<file path="src/rtl/write_back_stage.sv">
// Write-back stage: retires ALU results and loads into the register file.
// Loads wait in WAIT_MEM for mem_rvalid. A load is abandoned after
// TIMEOUT_CYCLES cycles without data.
// Optional feature: define WB_RETIRE_COUNT_EN to add the retire_count output,
// which counts completed instructions.
module write_back_stage #(
    parameter int TIMEOUT_CYCLES = 16
) (
    input  logic        clk,
    input  logic        rst,
    input  logic        in_valid,
    output logic        in_ready,
    input  logic        reg_write_in,
    input  logic        mem_to_reg,
    input  logic [2:0]  funct3,
    input  logic [4:0]  write_back_id_in,
    input  logic [31:0] alu_result,
    input  logic [31:0] mem_rdata,
    input  logic        mem_rvalid,
    output logic        reg_write,
    output logic [4:0]  write_id,
    output logic [31:0] write_data,
    output logic        stall,
    output logic        load_timeout
`ifdef WB_RETIRE_COUNT_EN
    ,
    output logic [31:0] retire_count
`endif
);

    typedef enum logic {IDLE = 1'b0, WAIT_MEM = 1'b1} state_t;

    localparam logic [4:0] TIMEOUT_LIMIT = 5'(TIMEOUT_CYCLES);

    state_t      state_reg, state_next;
    logic [2:0]  l_funct3_reg;
    logic [1:0]  l_offset_reg;
    logic [4:0]  l_id_reg;
    logic        l_wr_reg;
    logic [4:0]  cnt_reg;
    logic        reg_write_reg;
    logic [4:0]  write_id_reg;
    logic [31:0] write_data_reg;
    logic        load_timeout_reg;

    logic        accept;
    logic        load_done;
    logic        timeout_hit;
    logic [7:0]  lane [4];
    logic [7:0]  byte_sel;
    logic [15:0] half_sel;
    logic [31:0] load_value;
    logic        wr_fire;
    logic [4:0]  wr_id;
    logic [31:0] wr_data;
    logic        retire_fire;

    assign accept      = in_valid && in_ready;
    assign load_done   = (state_reg == WAIT_MEM) && mem_rvalid;
    // The cycle whose increment reaches the limit times out, unless data arrives in it.
    assign timeout_hit = (state_reg == WAIT_MEM) && !mem_rvalid &&
                         ((cnt_reg + 5'd1) == TIMEOUT_LIMIT);

    // Split the returned word into its byte lanes.
    generate
        for (genvar gi = 0; gi < 4; gi++) begin : g_lane
            assign lane[gi] = mem_rdata[8*gi +: 8];
        end
    endgenerate

    // FSM state register.
    always_ff @(posedge clk or negedge rst) begin
        if (!rst) state_reg <= IDLE;
        else      state_reg <= state_next;
    end

    // FSM next-state logic.
    always_comb begin
        state_next = state_reg;
        case (state_reg)
            IDLE:     if (accept && mem_to_reg) state_next = WAIT_MEM;
            WAIT_MEM: if (mem_rvalid || timeout_hit) state_next = IDLE;
            default:  state_next = IDLE;
        endcase
    end

    // FSM outputs: new instructions are accepted only while idle.
    always_comb begin
        in_ready = (state_reg == IDLE);
    end

    assign stall = !in_ready;

    // Extend the selected byte or halfword according to the latched funct3.
    always_comb begin
        byte_sel = lane[l_offset_reg];
        half_sel = l_offset_reg[1] ? mem_rdata[31:16] : mem_rdata[15:0];
        case (l_funct3_reg)
            3'b000:  load_value = {{24{byte_sel[7]}}, byte_sel};
            3'b001:  load_value = {{16{half_sel[15]}}, half_sel};
            3'b100:  load_value = {24'd0, byte_sel};
            3'b101:  load_value = {16'd0, half_sel};
            default: load_value = mem_rdata;
        endcase
    end

    // Choose what retires this cycle. Writes to x0 still retire but never write.
    always_comb begin
        wr_fire     = 1'b0;
        wr_id       = write_back_id_in;
        wr_data     = alu_result;
        retire_fire = 1'b0;
        if (state_reg == IDLE && accept && !mem_to_reg) begin
            wr_fire     = reg_write_in && (write_back_id_in != 5'd0);
            retire_fire = 1'b1;
        end else if (load_done) begin
            wr_fire     = l_wr_reg && (l_id_reg != 5'd0);
            wr_id       = l_id_reg;
            wr_data     = load_value;
            retire_fire = 1'b1;
        end
    end

    // Latch load context on accept and run the wait-cycle counter.
    always_ff @(posedge clk or negedge rst) begin
        if (!rst) begin
            l_funct3_reg <= 3'd0;
            l_offset_reg <= 2'd0;
            l_id_reg     <= 5'd0;
            l_wr_reg     <= 1'b0;
            cnt_reg      <= 5'd0;
        end else if (accept && mem_to_reg) begin
            l_funct3_reg <= funct3;
            l_offset_reg <= alu_result[1:0];
            l_id_reg     <= write_back_id_in;
            l_wr_reg     <= reg_write_in;
            cnt_reg      <= 5'd0;
        end else if (state_reg == WAIT_MEM && !mem_rvalid) begin
            cnt_reg <= cnt_reg + 5'd1;
        end
    end

    // Register-file write port: one-cycle enable pulse, address/data hold otherwise.
    always_ff @(posedge clk or negedge rst) begin
        if (!rst) begin
            reg_write_reg    <= 1'b0;
            write_id_reg     <= 5'd0;
            write_data_reg   <= 32'd0;
            load_timeout_reg <= 1'b0;
        end else begin
            reg_write_reg    <= wr_fire;
            load_timeout_reg <= timeout_hit;
            if (wr_fire) begin
                write_id_reg   <= wr_id;
                write_data_reg <= wr_data;
            end
        end
    end

    assign reg_write    = reg_write_reg;
    assign write_id     = write_id_reg;
    assign write_data   = write_data_reg;
    assign load_timeout = load_timeout_reg;

`ifdef WB_RETIRE_COUNT_EN
    logic [31:0] retire_count_reg;

    // Count every completed instruction; abandoned loads are not counted.
    always_ff @(posedge clk or negedge rst) begin
        if (!rst)             retire_count_reg <= 32'd0;
        else if (retire_fire) retire_count_reg <= retire_count_reg + 32'd1;
    end

    assign retire_count = retire_count_reg;
`else
    logic unused_retire;
    assign unused_retire = retire_fire;
`endif

endmodule

</file>
<file path="config.mk">
export PLATFORM = sky130hd
export DESIGN_NAME = write_back_stage
export DESIGN_NICKNAME = d
export VERILOG_FILES = /design/src/rtl/write_back_stage.sv
export SDC_FILE = /design/constraint.sdc
export NUM_CORES = 1
export LEC_CHECK = 0
export ABC_AREA = 1
export CAP_MARGIN = 30
export CORE_UTILIZATION = 40
export CTS_CLUSTER_DIAMETER = 120
export DETAILED_ROUTE_END_ITERATION = 8
export PLACE_DENSITY = 0.8
export SYNTH_ARGS = -nofsm -noshare
export SYNTH_HDL_FRONTEND = slang
export SYNTH_SLANG_ARGS = --single-unit
</file>
<file path="constraint.sdc">
create_clock -name clk -period 1.47 [get_ports clk]
set_clock_uncertainty 0.15 [all_clocks]
set_input_delay 0.2205 -clock clk [delete_from_list [all_inputs] [get_ports clk]]
set_output_delay 0.2205 -clock clk [all_outputs]
set_load 0.02 [all_outputs]
</file>
# [Word level (Yosys, flattened, before mapping)]
# Index checks and enable logic that the tools add are counted.
[word_totals] regBits=56
[classes] addsub=1 n_lt_le_gt_ge=1 n_eq_ne=4 n_mux=16 bitwise=2 reduce_logical=16
[ops] op="32-bit case mux with 4 select lines" count=1
[ops] op="32-bit two-way mux" count=2
[ops] op="5-bit two-way mux" count=4
[ops] op="8-bit binary-select mux with 2-bit select" count=1
[ops] op="16-bit two-way mux" count=1
[ops] op="8-bit two-way mux" count=2
[ops] op="5-bit nonzero test" count=2
[ops] op="1-bit logical AND" count=9
[ops] op="3-bit equality test (second input constant)" count=2
[ops] op="5-bit by 1-bit adder with 5-bit output (second input constant)" count=1
[ops] op="5-bit equality test (second input constant)" count=1
[ops] op="1-bit two-way mux" count=4
[ops] op="3-bit by 1-bit equality test with 1-bit output (second input constant)" count=1
[ops] op="3-bit greater-or-equal comparator (second input constant)" count=1
[ops] op="3-bit zero test" count=1
[ops] op="2-bit inverter with 3-bit output" count=1
[ops] op="1-bit zero test" count=2
[ops] op="1-bit case mux with 2 select lines" count=1
[ops] op="2-bit nonzero test" count=1
[ops] op="1-bit logical OR" count=1
[ops] op="1-bit inverter" count=1

# [Depth between registers and ports, before layout]
[depth] word_depth=7 ltp_mapped=10

# [Worst setup path after synthesis]
# No wires, ideal clock.
[synth_path] path_kind="register to register" start="register state_reg, in the netlist stall" end="register write_data_reg[17], in the netlist write_data[17]" setup_ps=116 t_arrival_ps=1315 slack_ps=-112 path_stages_with_launch=10 n_path_buf=1 period_less_slack_ps=1582 path_cell_list="dfrtp_1 -> inv_2 -> nand2_1 -> nor2_1 -> nand3_2 -> nand2_2 -> inv_2 -> buf_2 -> nand2_1 -> nand2_1"
[synth_between] elab_chain_len=5 elab_cells_between_ends=9
[synth_rtl] element="from (decl)" line="35" source="state_t state_reg, state_next;"
[synth_rtl] element="from (signal assigned)" line="74" source="else state_reg <= state_next;"
[synth_rtl] element="1-bit inverter *"
[synth_rtl] element="named net in_ready" line="12" source="output logic in_ready,"
[synth_rtl] element="1-bit logical AND" line="58" source="assign accept = in_valid && in_ready;"
[synth_rtl] element="1-bit logical AND * (2 in series)" line="113" source="if (state_reg == IDLE && accept && !mem_to_reg) begin"
[synth_rtl] element="32-bit two-way mux or 1-bit two-way mux (tied branches)" line="113"
[synth_rtl] element="to (signal assigned)" line="155" source="write_data_reg <= wr_data;"
[synth_rtl] element="to (decl)" line="43" source="logic [31:0] write_data_reg;"
# Mark *: on every way through the listed nets, which the timed path passes. The rest lies on a longest branch.
# A chain may end at the register's enable or synchronous reset.

# [Worst setup path after layout]
[layout_path] start="register l_offset_reg[1]" end="register write_data_reg[0], in the netlist write_data[0]"
[layout_between] elab_chain_len=7 elab_cells_between_ends=8
[layout_rtl] element="from (decl)" line="37" source="logic [1:0] l_offset_reg;"
[layout_rtl] element="from (signal assigned)" line="134" source="l_offset_reg <= alu_result[1:0];"
[layout_rtl] element="2-bit inverter with 3-bit output (implied by the code)" line="96" source="byte_sel = lane[l_offset_reg];"
[layout_rtl] element="8-bit binary-select mux with 2-bit select" line="96"
[layout_rtl] element="8-bit two-way mux (implied by the code) (2 in series)" line="96"
[layout_rtl] element="32-bit case mux with 4 select lines *" line="98" source="case (l_funct3_reg)"
[layout_rtl] element="32-bit two-way mux *" line="116" source="end else if (load_done) begin"
[layout_rtl] element="32-bit two-way mux *" line="113"
# Every way passes the cells marked *; elsewhere a longest branch is shown, timed or not. The select of a mux whose other input is x is not followed.

==> results_dict.tcl <==
set metrics [dict create \
    final_core_utilization_pct 65.21 \
    syn_area_per_cell_um2 7.017 \
    first_pass_iters 6 \
    clock.fmax_ghz 0.6336 \
    timing.slew.headroom_pct 78.03 \
    die_h_um 96.59 \
    vdd_ir_drop_max_uv 792.0 \
    period_minus_slack_ps 1578 \
    numCtsBuffers 5 \
    violations "setup timing" \
    multi_input_area_um2 2100 \
    swShare_pct 43.19 \
    grt_pass1_wl_um 18420 \
    fp.dieW_um 96.59 \
    io_pins 119 \
    status "complete, but fails checks" \
    worst_pin_slew_ps 328.8 \
    r2r-end "write_data[0]$_DFFE_PN0P_" \
    critPathRequiredTime_ps 1560 \
    cts_tree "built" \
    ant_nets 0 \
    cts_buffer_depth 2 \
    r2r_setup_slack_ps -110 \
    p_clk_share_pct 12.4 \
    syn2layout_area_growth_pct 58.15 \
    ys_seq_area_share_pct 39.16 \
    synth_common_cells "nand2_1, nor2_1, dfrtp_1" \
    grtUsageTotal_pct 25.95 \
    top_usage_layer "met2" \
    p_switching_w 0.003088 \
    rows 34 \
    crit_path_end_kind "register" \
    h-tree-depth 2 \
    clock_latency_ps 320 \
    coreArea_um2 8678 \
    cts_root_buffer "clkbuf_8" \
    die-area_um2 9329 \
    dp_hpwl_um 8271 \
    cp.arrival_ps 1670 \
    gp_congestion 0.8596 \
    ff2ff_path_depth 7 \
    cts_sinks 56 \
    fin_crit_sh_pct 107.4 \
    seq_area_um2 1406 \
    yosys-top-cells-area "dfrtp_1, nand2_1, nand3_1" \
    maxSlewViolCount 0 \
    fillers 683 \
    rr_startpoint "l_offset_reg[1]$_DFFE_PN0P_" \
    clk_pin_slew_ps 110 \
    crit_type "reg2reg" \
    synth_fa_ha_area_share_pct 0.6993 \
    timing.final.ws_setup_ps -108.2 \
    hold_path.class "in2async" \
    worst_setup_path_start_kind "register" \
    drive_gt1_share_pct 25.71 \
    initial_core_util_pct 41.23 \
    hold_slack_ps 288.9 \
    synth_top_area_share_pct 39.16 \
    nNetsFinal 748 \
    layout.cells.non_filler 777 \
    antenna_found_initial 0 \
    comb_power_share_pct 53.7 \
    diodes 0 \
    cap_violations 0 \
    tns_ps -2029 \
    use_met1_pct 32.25 \
    seq_power_share_pct 33.9 \
    synthesis.instances 510 \
    wl_per_cell_um 15.34 \
    ys_types 32 \
    port_buffers 118 \
    first_global_vias 3939 \
    yosys.area_share.simple_pct 36.08 \
    met2_usage_pct 44.60 \
    wl_um 11920 \
    synthMuxAreaShare_pct 0 \
    finalSetupViolations 37 \
    synth_top_family_by_area "simple AND/OR/NAND/NOR gates" \
    synth-seq-cells 56 \
    async_flop_share_pct 100.0 \
    grt_overflow 0 \
    yosys.area.top_type "dfrtp_1" \
    drc 0 \
    grt_max_degree 57 \
    internal-power_w 0.004063 \
    viasPerCell 5.256 \
    grt.met3_usage_pct 3.756 \
    synth_warnings 0 \
    post-place-cells 755 \
    synth-compound-area-share_pct 12.73 \
    synthXorXnorAreaFrac_pct 0.7343 \
    via_count 4084 \
    synth_flop_cell "dfrtp_1" \
    hold_viol_final 0 \
    synth_fp_nets 590 \
    p_leak_nw 2.730 \
    synth-edff-count 0 \
    yosysMostFrequentCell "nand2_1" \
    netlist_area_um2 3578 \
    drt-initial-drc-count 293 \
    largest_reg_flops 32 \
    power.density_nw_per_um2 1264 \
    rsz0062_at_grt "true" \
    worst-path-max-fanout 7 \
    startpoint "l_offset_reg[1]$_DFFE_PN0P_" \
]
routing by layer:
metal | vias to the layer above | wire length (um)
met5 | - | 0
met4 | 0 | 426
met3 | 37 | 882
met2 | 197 | 5809
met1 | 1914 | 4804
li1 | 1936 | -
kinds of logic (layout without fill, tap and decap cells):
logic type / after synthesis / after routing
xor+xnor: 3 / 3
fa+ha+maj: 2 / 2
flops: 56 / 56
buf+inv: 73 / 230
simple gates: 294 / 296
compound gates: 82 / 82
through the flow:
stage	worst slack (ps)	cell area, um2	total power (W)
2_1_floorplan	-42.89	3592	0.004351
3_3_place_gp	-272.1	5111	0.005920
3_5_place_dp	-325.9	5111	0.006030
4_1_cts	-49.26	5542	0.007020
5_1_grt	-186.7	5659	0.007615
6_report	-108.2	5659	0.007151
area by class of cell:
| cell class | instances | area share, % |
|---|---|---|
| Inverter | 45 | 3.405 |
| Sequential cell | 56 | 24.85 |
| Clock inverter | 3 | 0.4201 |
| Timing Repair Buffer | 177 | 30.62 |
| Multi-Input combinational cell | 383 | 37.10 |
| Tap cell | 108 | 2.388 |
| Clock buffer | 5 | 1.216 |
power groups by stage:
stage | clock [W] | combinational, W | sequential (W)
finish | 0.000888 | 0.00384 | 0.00243
global route | 0.000970 | 0.00416 | 0.00248
CTS | 0.000909 | 0.00371 | 0.00240
detailed placement | 0 | 0.00360 | 0.00243
global placement | 0 | 0.00351 | 0.00241
floorplan | 0 | 0.00144 | 0.00291
worst max-delay path, cell delays in order (launching register included):
cell	delay, ps
dfrtp_2	440
clkinv_4	120
buf_6	150
a21oi_4	220
nand2_1	80
nand2_1	90
nand3_2	100
a21oi_2	160
cells in the final DEF (no fill, tap or decap), drive strengths merged, types with 5 or more instances in the layout:
cell,netlist,final
nand2,167,169
clkdlybuf4s50,0,76
nor2,60,60
buf,22,59
dfrtp,56,56
nand3,52,52
a21oi,44,44
inv,44,43
dlygate4sd2,0,38
o21ai,30,30
or2,12,12
clkbuf,6,6
a21boi,5,5
worst max path at each step:
| stage | cells past startpoint | end | slack, ps |
|---|---|---|---|
| global placement | 7 | write_data[2]$_DFFE_PN0P_ | -270 |
| detailed placement | 7 | write_data[3]$_DFFE_PN0P_ | -330 |
| finish | 7 | write_data[0]$_DFFE_PN0P_ | -110 |
| global route | 10 | write_data[30]$_DFFE_PN0P_ | -190 |
| CTS | 10 | write_data[15]$_DFFE_PN0P_ | -50 |
| floorplan | 9 | write_data[10]$_DFFE_PN0P_ | -40 |
what timing repair did:
action / CTS / global route
setup endpoints to repair: 79 / 45
endpoints found under the hold margin: 56 / 0
pin swaps: 22 / 8
buffers inserted: 5 / 1
hold buffers: 1 / 0
resized for setup: 122 / 32
cloned: 6 / 1
Note: power is estimated with default switching activity, not from simulation.
